`src/rtl/cam_lookup_ctrl.sv`:
```
// cam_lookup_ctrl: CAM lookup controller with miss fill, round-robin replacement and flush
// Ports:
//   clk, rst_                      clock, async active-low reset
//   req_valid/req_tag/req_ready    lookup request handshake
//   rsp_valid/rsp_data/rsp_hit/rsp_ready  response handshake
//   cam_check_tag/cam_read/cam_data/cam_found_it  CAM search port (result one cycle after cam_read)
//   cam_write_/cam_w_addr/cam_wdata/cam_new_tag/cam_new_valid  CAM write port (write strobe active-low)
//   fill_req/fill_tag/fill_ack/fill_data  backing store for misses
//   flush                          level request to invalidate every CAM entry
module cam_lookup_ctrl #(
    parameter int BITS   = 8,
    parameter int TAG_SZ = 8,
    parameter int WORDS  = 8,
    localparam int AW    = $clog2(WORDS)
) (
    input  logic              clk,
    input  logic              rst_,
    input  logic              req_valid,
    input  logic [TAG_SZ-1:0] req_tag,
    output logic              req_ready,
    output logic              rsp_valid,
    output logic [BITS-1:0]   rsp_data,
    output logic              rsp_hit,
    input  logic              rsp_ready,
    output logic [TAG_SZ-1:0] cam_check_tag,
    output logic              cam_read,
    input  logic [BITS-1:0]   cam_data,
    input  logic              cam_found_it,
    output logic              cam_write_,
    output logic [AW-1:0]     cam_w_addr,
    output logic [BITS-1:0]   cam_wdata,
    output logic [TAG_SZ-1:0] cam_new_tag,
    output logic              cam_new_valid,
    output logic              fill_req,
    output logic [TAG_SZ-1:0] fill_tag,
    input  logic              fill_ack,
    input  logic [BITS-1:0]   fill_data,
    input  logic              flush
);
    typedef enum logic [2:0] {IDLE, LOOKUP, CHECK, FILL, WRITE, RESP, FLUSH} state_t;
    state_t            state_q, state_d;
    logic [TAG_SZ-1:0] tag_q, tag_d;
    logic [BITS-1:0]   data_q, data_d;
    logic              hit_q, hit_d;
    logic [AW-1:0]     vptr_q, vptr_d;
    logic [AW-1:0]     fcnt_q, fcnt_d;
    always_ff @(posedge clk or negedge rst_) begin
        if (!rst_) begin
            state_q <= IDLE;
            tag_q   <= '0;
            data_q  <= '0;
            hit_q   <= 1'b0;
            vptr_q  <= '0;
            fcnt_q  <= '0;
        end else begin
            state_q <= state_d;
            tag_q   <= tag_d;
            data_q  <= data_d;
            hit_q   <= hit_d;
            vptr_q  <= vptr_d;
            fcnt_q  <= fcnt_d;
        end
    end
    // data_q holds either the CAM hit data or the fill data, so it feeds both
    // the write port and the response without a second register.
    always_comb begin
        state_d       = state_q;
        tag_d         = tag_q;
        data_d        = data_q;
        hit_d         = hit_q;
        vptr_d        = vptr_q;
        fcnt_d        = fcnt_q;
        req_ready     = 1'b0;
        rsp_valid     = 1'b0;
        rsp_data      = data_q;
        rsp_hit       = hit_q;
        cam_read      = 1'b0;
        cam_check_tag = '0;
        cam_write_    = 1'b1;
        cam_w_addr    = '0;
        cam_wdata     = '0;
        cam_new_tag   = '0;
        cam_new_valid = 1'b0;
        fill_req      = 1'b0;
        fill_tag      = '0;
        case (state_q)
            IDLE: begin
                req_ready = !flush;
                fcnt_d    = '0;
                if (flush) begin
                    state_d = FLUSH;
                end else if (req_valid) begin
                    tag_d   = req_tag;
                    state_d = LOOKUP;
                end
            end
            LOOKUP: begin
                cam_read      = 1'b1;
                cam_check_tag = tag_q;
                state_d       = CHECK;
            end
            CHECK: begin
                hit_d   = cam_found_it;
                data_d  = cam_found_it ? cam_data : data_q;
                state_d = cam_found_it ? RESP : FILL;
            end
            FILL: begin
                fill_req = 1'b1;
                fill_tag = tag_q;
                if (fill_ack) begin
                    data_d  = fill_data;
                    state_d = WRITE;
                end
            end
            WRITE: begin
                cam_write_    = 1'b0;
                cam_w_addr    = vptr_q;
                cam_new_tag   = tag_q;
                cam_wdata     = data_q;
                cam_new_valid = 1'b1;
                vptr_d        = vptr_q + 1'b1;
                state_d       = RESP;
            end
            RESP: begin
                rsp_valid = 1'b1;
                state_d   = rsp_ready ? IDLE : RESP;
            end
            FLUSH: begin
                cam_write_ = 1'b0;
                cam_w_addr = fcnt_q;
                fcnt_d     = fcnt_q + 1'b1;
                if (fcnt_q == AW'(WORDS - 1)) begin
                    vptr_d  = '0;
                    state_d = IDLE;
                end
            end
            default: state_d = IDLE;
        endcase
    end
endmodule

```
`config.mk`:
```
export PLATFORM = sky130hd
export DESIGN_NAME = cam_lookup_ctrl
export DESIGN_NICKNAME = d
export VERILOG_FILES = /design/src/rtl/cam_lookup_ctrl.sv
export SDC_FILE = /design/constraint.sdc
export NUM_CORES = 1
export LEC_CHECK = 0
export ABC_CLOCK_PERIOD_IN_PS = 3650
export CELL_PAD_IN_SITES_DETAIL_PLACEMENT = 0
export CELL_PAD_IN_SITES_GLOBAL_PLACEMENT = 2
export CORE_UTILIZATION = 25
export CTS_BUF_LIST = sky130_fd_sc_hd__clkbuf_4
export CTS_CLUSTER_DIAMETER = 120
export CTS_CLUSTER_SIZE = 28
export DETAILED_ROUTE_END_ITERATION = 12
export GPL_TIMING_DRIVEN = 0
export PLACE_DENSITY = 0.92
export RECOVER_POWER = 25
export SYNTH_ARGS = -nofsm -noshare
export SYNTH_HDL_FRONTEND = slang
export SYNTH_SLANG_ARGS = --single-unit
```
`constraint.sdc`:
```
create_clock -name clk -period 3.65 [get_ports clk]
set_input_delay 0.5475 -clock clk [delete_from_list [all_inputs] [get_ports clk]]
set_output_delay 0.5475 -clock clk [all_outputs]
set_load 0.01 [all_outputs]
```
==> results of run 1 <==
cell usage in the layout, fill, tap and decap left out:
master and count:
and2b_2 1, a21o_2 1, nor2_1 7, inv_2 1, a21oi_1 3, nand2_4 1
mux2_2 11, inv_1 4, clkbuf_1 5, ha_1 3, buf_2 5, and3_1 25
o31a_1 1, nand2b_1 1, buf_6 2, o31ai_1 2, nor4_4 1, o21ai_0 11
a21boi_0 1, dfrtp_1 26, bufinv_16 1, o22ai_1 3, nor3b_1 1, clkdlybuf4s50_1 79
nand2_1 17, nor2b_1 3, and2_1 8, nor3_1 1, a22o_1 3, and2_2 1
clkbuf_4 3, nand2_2 1, mux2i_1 13
worst min-delay path by stage:
stage | endpoint | cells after the start | from | slack, ns
floorplan | fcnt_q[0]$_DFFE_PN0P_ | 0 | rst_ | 0.25
global placement | rsp_data[7]$_DFFE_PN0P_ | 2 | rsp_data[7]$_DFFE_PN0P_ | 0.49
detailed placement | rsp_data[7]$_DFFE_PN0P_ | 2 | rsp_data[7]$_DFFE_PN0P_ | 0.50
CTS | rsp_data[7]$_DFFE_PN0P_ | 2 | rsp_data[7]$_DFFE_PN0P_ | 0.54
global route | rsp_hit$_DFFE_PN0N_ | 1 | rsp_hit$_DFFE_PN0N_ | 0.56
finish | rsp_data[7]$_DFFE_PN0P_ | 2 | rsp_data[7]$_DFFE_PN0P_ | 0.53
registers in the layout (all words and copies together) (netlist names):
| signal | cells |
|---|---|
| fcnt_q | 3 |
| rsp_data | 8 |
| rsp_hit | 1 |
| state_q | 3 |
| tag_q | 8 |
| vptr_q | 3 |
metrics by stage:
step                hold WS, ns  power [W]    util  area, sq um  instances
floorplan                0.2519   0.001141       -         1568        162
global placement         0.4868   0.001649  0.4110         2462        317
detailed placement       0.4999   0.001669  0.4110         2462        317
CTS                      0.5360   0.001872  0.4198         2515        321
global route             0.5649   0.001998  0.4188         2509        321
finish                   0.5275   0.001844  0.4188         2509        321
worst max-delay path: cells and delay by family, from the launching register on:
family / cells / cell delay, ns
buf+inv: 1 / 0.53
flops: 1 / 0.51
simple gates: 2 / 1.00
cell type report:
type,count,area [sq um],area share
clock inverters,1,30.03,0.01197
flip-flops and latches,26,650.6,0.2594
inverters,5,18.77,0.007481
clock buffers,3,22.52,0.008978
multi-input cells,120,835.8,0.3332
repair buffers,80,794.5,0.3167
plain buffers,11,62.56,0.02494
well taps,75,93.84,0.03741
power by group through the flow:
| stage | registers, W | logic (W) | clock network [W] |
|---|---|---|---|
| floorplan | 0.000542 | 0.000599 | 0 |
| global placement | 0.000551 | 0.00110 | 0 |
| detailed placement | 0.000558 | 0.00111 | 0 |
| CTS | 0.000551 | 0.00111 | 0.000207 |
| global route | 0.000574 | 0.00121 | 0.000215 |
| finish | 0.000550 | 0.00109 | 0.000201 |
routing by layer:
layer  vias up  track usage
met2        51       0.2319
met3         4      0.03708
met1       715       0.1820
li1        739            -
met5         -            0
met4         0      0.02500
cell families (layout without fill, tap and decap cells):
family | Yosys count | count (layout) | synth area share
AND/OR/NAND/NOR | 68 | 68 | 0.2482
buffers and inverters | 16 | 100 | 0.05186
adder cells (fa/ha/maj) | 3 | 3 | 0.02395
AO/OA/AOI/OAI | 25 | 25 | 0.09896
flip-flops | 26 | 26 | 0.4150
multiplexers | 24 | 24 | 0.1620
==> results.py, run 1 <==
metrics = {
    "status": {
        "outcome": "finished clean",
    },
    "sta": {
        "hold_violations": 0,
        "finClkSkew_ns": 0.005189,
        "worst_pin_slew_ns": 1.477,
        "min_period_ns": 2.910,
        "fmax_ghz": 0.3436,
        "setup_viol": 0,
        "timing.final.ws_setup_ns": 0.7396,
        "rsz0062_at_grt": "no",
        "fin_crit_sh": 0.7974,
        "relSlewSlack": 0.01548,
        "fin_setup_tns_ns": 0,
        "report.final.slew_viol_count": 0,
    },
    "grt": {
        "grt_max_degree": 27,
        "overflow": 0,
        "grt_pass1_wl_um": 7051,
        "antenna_found_initial": 0,
        "grt_pass1_vias": 1451,
        "grt_usage": 0.1395,
    },
    "detailed_routing": {
        "drt-initial-drc-count": 44,
        "drt-met1-wl_um": 2083,
        "top_layer_used": "met4",
        "antenna_left": 0,
        "vias": 1509,
        "drt_pass1_iterations": 4,
        "met3_length_um": 291,
        "wl_per_cell_um": 14.06,
        "drc": 0,
        "dr_wl_met2_um": 2093,
        "avgViaCountPerCell": 4.701,
        "wl_um": 4512,
    },
    "synth": {
        "yosysMostFrequentCell": "dfrtp_1",
        "yosysUniqueCellTypes": 30,
        "syn_area_sq_um": 1568,
        "ys_seq_area_frac": 0.4150,
        "async_reset_ff_frac": 1.000,
        "yosys.area.top_type": "dfrtp_1",
        "synth_area_leaders": "dfrtp_1 42%, and3_1 10%, mux2i_1 8.3%",
        "yosys_register_bits": 26,
        "synth_nets": 196,
        "synth-edff-count": 0,
        "ys.flop_type": "dfrtp_1",
        "yosysTopAreaCellShare": 0.4150,
        "synth_commonest_cells": "26 x dfrtp_1, 25 x and3_1, 17 x nand2_1",
        "syn_inst": 162,
        "yosysWarnings": 0,
        "syn_avg_cell_area_sq_um": 9.677,
    },
    "clock_network": {
        "cts_hold_buf": 0,
        "cts_htree_levels": 1,
        "cts_tree": "done",
        "cts_resized": 0,
        "clk_path_buf_depth": 2,
        "clkLatencyLatePin_ns": 0.32,
        "post_cts_buffers": 0,
        "cts_buffers": 3,
        "clkTransAtPathRegs_ns": 0.15,
        "cts_sinks": 26,
        "clockRootBuffer": "clkbuf_4",
    },
    "finish": {
        "final_nets": 281,
        "drive_gt1_frac": 0.1179,
        "syn_to_final_growth_pct": 60.02,
        "nFillCells": 614,
        "diodes": 0,
    },
    "power": {
        "ir_drop_mv": 0.3113,
        "combPwrFrac": 0.593,
        "p_sw_w": 0.0007247,
        "clock_power_share": 0.109,
        "p_int_w": 0.001120,
        "seq_power_share": 0.298,
        "powerDensity_nw_per_um2": 735.2,
        "swShare": 0.3930,
        "p_leak_nw": 1.120,
    },
    "setup_path": {
        "max_stage_delay_ns": 0.76,
        "critical_path_arrival_ns": 2.36,
        "r2r_start": "state_q[1]$_DFFE_PN0P_",
        "startpoint": "state_q[2]$_DFFE_PN0P_",
        "critPathMaxFanout": 9,
        "crit_chain": "nor3b_1, and2_1, clkdlybuf4s50_1",
        "r2r_setup_slack_ns": 2.12,
        "r2r_cells": 6,
        "startpoint_type": "register",
        "crit_end": "cam_check_tag[5]",
        "end_kind": "output pin",
        "cp_slowest_cell": "nor3b_1",
        "cp.required_ns": 3.10,
        "crit_type": "reg -> out",
        "r2r_end": "rsp_data[0]$_DFFE_PN0P_",
    },
    "place": {
        "port_buffers": 80,
        "dp_slack_ns": 1.071,
        "hpwlAfterDp_um": 3435,
        "gp_congestion": 0.7290,
    },
    "floorplan": {
        "die_width_um": 81.19,
        "core_sq_um": 5991,
        "start_util": 0.2617,
        "die_area_sq_um": 6592,
        "std_cell_rows": 28,
        "io_pins": 81,
        "die_y_um": 81.19,
    },
    "hold_path": {
        "hold_class": "reg -> reg",
    },
    "job": {
        "maxCapViolCount": 0,
    },
}
Note: power is estimated with default switching activity, not from simulation.
==> run 2, diff against run 1 <==
--- a/config.mk
+++ b/config.mk
@@ -5,16 +5,16 @@
 export SDC_FILE = /design/constraint.sdc
 export NUM_CORES = 1
 export LEC_CHECK = 0
-export ABC_CLOCK_PERIOD_IN_PS = 3650
+export ABC_CLOCK_PERIOD_IN_PS = 2650
 export CELL_PAD_IN_SITES_DETAIL_PLACEMENT = 0
 export CELL_PAD_IN_SITES_GLOBAL_PLACEMENT = 2
-export CORE_UTILIZATION = 25
+export CORE_UTILIZATION = 21
 export CTS_BUF_LIST = sky130_fd_sc_hd__clkbuf_4
 export CTS_CLUSTER_DIAMETER = 120
 export CTS_CLUSTER_SIZE = 28
 export DETAILED_ROUTE_END_ITERATION = 12
 export GPL_TIMING_DRIVEN = 0
-export PLACE_DENSITY = 0.92
+export PLACE_DENSITY = 0.83
 export RECOVER_POWER = 25
 export SYNTH_ARGS = -nofsm -noshare
 export SYNTH_HDL_FRONTEND = slang
==> constraint.sdc (replaced) <==
create_clock -name clk -period 2.65 [get_ports clk]
set_input_delay 0.3975 -clock clk [delete_from_list [all_inputs] [get_ports clk]]
set_output_delay 0.3975 -clock clk [all_outputs]
set_load 0.01 [all_outputs]
==> results.py, run 2 (synthesized netlist as in run 1, its figures left out) <==
metrics = {
    "status": {
        "outcome": "finished clean",
    },
    "floorplan": {
        "start_util": 0.2161,
        "die_width_um": 88.41,
        "die_area_sq_um": 7815,
        "die_y_um": 88.41,
        "io_pins": 81,
        "core_sq_um": 7253,
        "std_cell_rows": 31,
    },
    "clock_network": {
        "clk_path_buf_depth": 2,
        "clockRootBuffer": "clkbuf_4",
        "post_cts_buffers": 0,
        "cts_buffers": 3,
        "clkLatencyLatePin_ns": 0.32,
        "clkTransAtPathRegs_ns": 0.15,
        "cts_resized": 2,
        "cts_hold_buf": 0,
        "cts_sinks": 26,
        "cts_tree": "done",
        "cts_htree_levels": 1,
    },
    "finish": {
        "final_common_cell": "clkdlybuf4s50_1",
        "syn_to_final_growth_pct": 62.57,
        "nFillCells": 759,
        "final_nets": 281,
        "design_area_sq_um": 2549,
        "diodes": 0,
        "final_cell_mix": "79 x clkdlybuf4s50_1, 25 x and3_1, 25 x dfrtp_1",
        "drive_gt1_frac": 0.1382,
    },
    "grt": {
        "overflow": 0,
        "grt_max_degree": 27,
        "grt_usage": 0.1233,
        "antenna_found_initial": 0,
        "grt_pass1_wl_um": 7410,
        "grt_pass1_vias": 1492,
    },
    "detailed_routing": {
        "avgViaCountPerCell": 4.290,
        "wl_um": 4691,
        "met3_length_um": 329,
        "drc": 0,
        "top_layer_used": "met4",
        "vias": 1480,
        "drt-met1-wl_um": 2155,
        "dr_wl_met2_um": 2138,
        "drt-initial-drc-count": 55,
        "antenna_left": 0,
        "wl_per_cell_um": 13.60,
        "drt_pass1_iterations": 4,
    },
    "setup_path": {
        "cp.required_ns": 2.25,
        "cpLargestDelayFamily": "simple AND/OR/NAND/NOR gates",
        "end_kind": "output pin",
        "critPathMaxFanout": 9,
        "max_stage_delay_ns": 0.55,
        "worst-path-buf-inv": 1,
        "r2r_cells": 6,
        "r2r_setup_slack_ns": 1.12,
        "r2r_end": "rsp_data[6]$_DFFE_PN0P_",
        "crit_chain": "nor3b_2, and2_1, clkdlybuf4s50_1",
        "startpoint_type": "register",
        "r2r_start": "state_q[1]$_DFFE_PN0P_",
        "critical_path_arrival_ns": 2.08,
        "crit_type": "reg -> out",
        "startpoint": "state_q[1]$_DFFE_PN0P_",
        "cp_slowest_cell": "clkdlybuf4s50_1",
    },
    "place": {
        "dpl_cell_area_sq_um": 2492,
        "hpwlAfterDp_um": 3615,
        "gp_congestion": 0.7389,
        "port_buffers": 80,
    },
    "sta": {
        "min_period_ns": 2.478,
        "rsz0062_at_grt": "no",
        "finClkSkew_ns": 0.005922,
        "fin_crit_sh": 0.9349,
        "hold_violations": 0,
        "hold_ws_ns": 0.3754,
        "report.final.slew_viol_count": 0,
        "fmax_ghz": 0.4036,
        "setup_viol": 0,
        "worst_pin_slew_ns": 1.434,
        "relSlewSlack": 0.04394,
        "fin_setup_tns_ns": 0,
    },
    "job": {
        "maxCapViolCount": 0,
    },
    "power": {
        "finalPower_w": 0.002577,
        "p_leak_nw": 1.130,
        "ir_drop_mv": 0.3272,
        "powerDensity_nw_per_um2": 1011,
    },
    "hold_path": {
        "hold_class": "in -> async",
    },
}
[run 2: cell types whose count changed in the layout (fill, tap and decap cells not counted)]
| cell | before | now |
|---|---|---|
| nor3b_1 | 1 | 0 |
| dfrtp_2 | 0 | 1 |
| clkbuf_1 | 5 | 2 |
| dfrtp_1 | 26 | 25 |
| nor3b_2 | 0 | 1 |
| clkbuf_2 | 0 | 3 |
[run 2: worst max-delay path by stage]
stage	end	slack, ns	depth (start not counted)
after floorplan	cam_check_tag[0]	0.93	3
after global placement	cam_check_tag[6]	0.21	3
after detailed placement	cam_check_tag[2]	0.14	3
after CTS	cam_wdata[7]	0.02	4
final	cam_check_tag[2]	0.17	3
after global routing	cam_check_tag[2]	0.02	4
[run 2: final cells by class]
type                    instances  area, sq um  share of cell area
multi-input cells             120        840.8              0.3299
repair buffers                 80        794.5              0.3117
flip-flops and latches         26        651.9              0.2558
well taps                      99        123.9             0.04860
plain buffers                  11        66.31             0.02602
clock inverters                 1        30.03             0.01178
clock buffers                   3        22.52            0.008837
inverters                       5        18.77            0.007364
[run 2: through the flow]
| stage | std cells | util | setup slack (ns) |
|---|---|---|---|
| after floorplan | 162 | - | 0.9306 |
| after global placement | 341 | 0.3436 | 0.2079 |
| after detailed placement | 341 | 0.3436 | 0.1434 |
| after CTS | 345 | 0.3517 | 0.02434 |
| after global routing | 345 | 0.3514 | 0.02288 |
| final | 345 | 0.3514 | 0.1724 |
[run 2: where the power goes]
group          total (W)  internal [W]  leakage [nW]  switching [W]
combinational    0.00153      0.000813         0.784       0.000713
sequential      0.000771      0.000585         0.318       0.000186
clock           0.000279      0.000153        0.0279       0.000126
total            0.00258       0.00155          1.13        0.00103
[run 2: worst register-to-register path, stage by stage, from the launching register on]
cell	delay [ns]
dfrtp_1	0.53
nor2b_1	0.19
buf_2	0.22
nand2_2	0.13
buf_2	0.20
nand2_1	0.07
o21ai_0	0.08
[run 2: per-layer routing]
metal / track usage / vias to the layer above
met2: 0.1979 / 55
met1: 0.1671 / 682
met3: 0.02892 / 6
met4: 0.03079 / 0
li1: - / 737
met5: 0 / -
==> run 3, diff against run 2 <==
--- a/config.mk
+++ b/config.mk
@@ -8,6 +8,7 @@
 export ABC_CLOCK_PERIOD_IN_PS = 2650
 export CELL_PAD_IN_SITES_DETAIL_PLACEMENT = 0
 export CELL_PAD_IN_SITES_GLOBAL_PLACEMENT = 2
+export CORE_MARGIN = 2
 export CORE_UTILIZATION = 21
 export CTS_BUF_LIST = sky130_fd_sc_hd__clkbuf_4
 export CTS_CLUSTER_DIAMETER = 120
==> results.py, run 3 (synthesized netlist as in run 1, its figures left out) <==
metrics = {
    "place": {
        "gp_congestion": 0.7911,
        "numPlacedInstances": 341,
        "port_buffers": 80,
        "dp_slack_ns": 0.1903,
        "hpwlAfterDp_um": 3669,
        "dpl_cell_area_sq_um": 2492,
    },
    "power": {
        "powerDensity_nw_per_um2": 974.6,
        "p_leak_nw": 1.116,
        "ir_drop_mv": 0.3310,
    },
    "clock_network": {
        "cts_tree": "done",
        "cts_sinks": 26,
        "clkLatencyLatePin_ns": 0.32,
        "cts_htree_levels": 1,
        "cts_buffers": 3,
        "clkTransAtPathRegs_ns": 0.14,
        "clockRootBuffer": "clkbuf_4",
        "post_cts_buffers": 0,
        "clk_path_buf_depth": 2,
    },
    "sta": {
        "hold_violations": 0,
        "fmax_ghz": 0.4125,
        "finClkSkew_ns": 0.005872,
        "setup_viol": 0,
        "fin_crit_sh": 0.9148,
        "worst_pin_slew_ns": 1.462,
        "timing.final.ws_setup_ns": 0.2258,
        "relSlewSlack": 0.02501,
        "fin_setup_tns_ns": 0,
        "rsz0062_at_grt": "no",
        "min_period_ns": 2.424,
        "report.final.slew_viol_count": 0,
    },
    "finish": {
        "layoutNonFillerInstCount": 344,
        "syn_to_final_growth_pct": 60.65,
        "design_area_sq_um": 2519,
        "diodes": 0,
        "final_common_cell": "clkdlybuf4s50_1",
        "final_nets": 281,
        "final_cell_mix": "79 x clkdlybuf4s50_1, 25 x and3_1, 25 x dfrtp_1",
        "drive_gt1_frac": 0.1347,
        "finish.utilization": 0.3472,
    },
    "status": {
        "outcome": "finished clean",
    },
    "grt": {
        "grt_max_degree": 27,
        "grt_pass1_wl_um": 7893,
        "antenna_found_initial": 0,
        "grt_usage": 0.1196,
        "grt_pass1_vias": 1549,
        "overflow": 0,
    },
    "setup_path": {
        "startpoint_type": "register",
        "r2r_start": "state_q[1]$_DFFE_PN0P_",
        "crit_chain": "buf_6, nor3b_2, and2_1, clkdlybuf4s50_1",
        "worst-path-buf-inv": 2,
        "critical_path_arrival_ns": 2.03,
        "crit_type": "reg -> out",
        "cp_slowest_cell": "clkdlybuf4s50_1",
        "max_stage_delay_ns": 0.55,
        "cp.required_ns": 2.25,
        "cpLargestDelayFamily": "buffers and inverters",
        "critPathMaxFanout": 10,
        "startpoint": "state_q[0]$_DFFE_PN0P_",
        "end_kind": "output pin",
    },
    "detailed_routing": {
        "antenna_left": 0,
        "vias": 1509,
        "drt_pass1_iterations": 4,
        "drc": 0,
        "wl_per_cell_um": 13.95,
        "wl_um": 4798,
        "drt-initial-drc-count": 59,
        "avgViaCountPerCell": 4.387,
    },
    "floorplan": {
        "std_cell_rows": 31,
        "die_width_um": 90.41,
        "io_pins": 81,
        "die_area_sq_um": 8173,
        "die_y_um": 90.41,
        "core_sq_um": 7253,
        "start_util": 0.2161,
    },
    "hold_path": {
        "hold_class": "in -> async",
    },
    "job": {
        "maxCapViolCount": 0,
    },
}
run 3: cell count changes in the layout (fill, tap and decap cells not counted), sizes merged:
cell    delta
bufinv     -1
run 3: where the power goes:
group | leakage [nW] | switching (W) | total [W] | internal, W
clock network | 0.0138 | 0.000117 | 0.000170 | 0.0000532
logic | 0.784 | 0.000707 | 0.00152 | 0.000813
registers | 0.318 | 0.000179 | 0.000764 | 0.000585
total | 1.12 | 0.00100 | 0.00245 | 0.00145
run 3: worst reg2reg max path, delay by kind of cell (launching register included):
kind	cells	cell delay, ns
simple gates	3	0.39
buf+inv	2	0.43
compound gates	1	0.07
flops	1	0.51
run 3: per-stage QoR:
step           hold slack (ns)  power, W
3_3_place_gp            0.4806  0.002292
3_5_place_dp            0.4977  0.002309
4_1_cts                 0.5300  0.002496
5_1_grt                 0.5074  0.002676
2_1_floorplan           0.1019  0.001572
6_report                0.3926  0.002455
run 3: path summary, 6_finish.rpt:
| kind | slack (ns) | endpoint | cells after the start |
|---|---|---|---|
| min | 0.39 | rsp_data[4]$_DFFE_PN0P_ | 1 |
| max | 0.23 | cam_check_tag[6] | 4 |
| max in group asynchronous | 1.31 | state_q[2]$_DFFE_PN0P_ | 1 |
| min in group clk | 0.53 | rsp_data[4]$_DFFE_PN0P_ | 2 |
| max reg2reg | 1.14 | rsp_data[7]$_DFFE_PN0P_ | 6 |
| min reg2reg | 0.53 | rsp_data[4]$_DFFE_PN0P_ | 2 |
run 3: area by class of cell:
cell class,instances,area (sq um)
tap,99,123.9
inverter,5,18.77
buffer,11,66.31
fill,768,4735
clock buffer,3,22.52
multi-input combinational,120,840.8
timing repair buffer,80,794.5
sequential,26,651.9
run 3: routing by layer:
layer | vias to the layer above | global-route usage | routed length (um)
met5 | - | 0 | 0
met3 | 2 | 0.02588 | 289
met2 | 51 | 0.1980 | 2206
met1 | 714 | 0.1602 | 2282
met4 | 0 | 0.02692 | 21
li1 | 742 | - | -
run 3: repair_timing:
item / in CTS / in global routing
endpoints found under the setup margin: 10 / 11
resized for setup: 2 / 5
hold buffers: 0 / 0
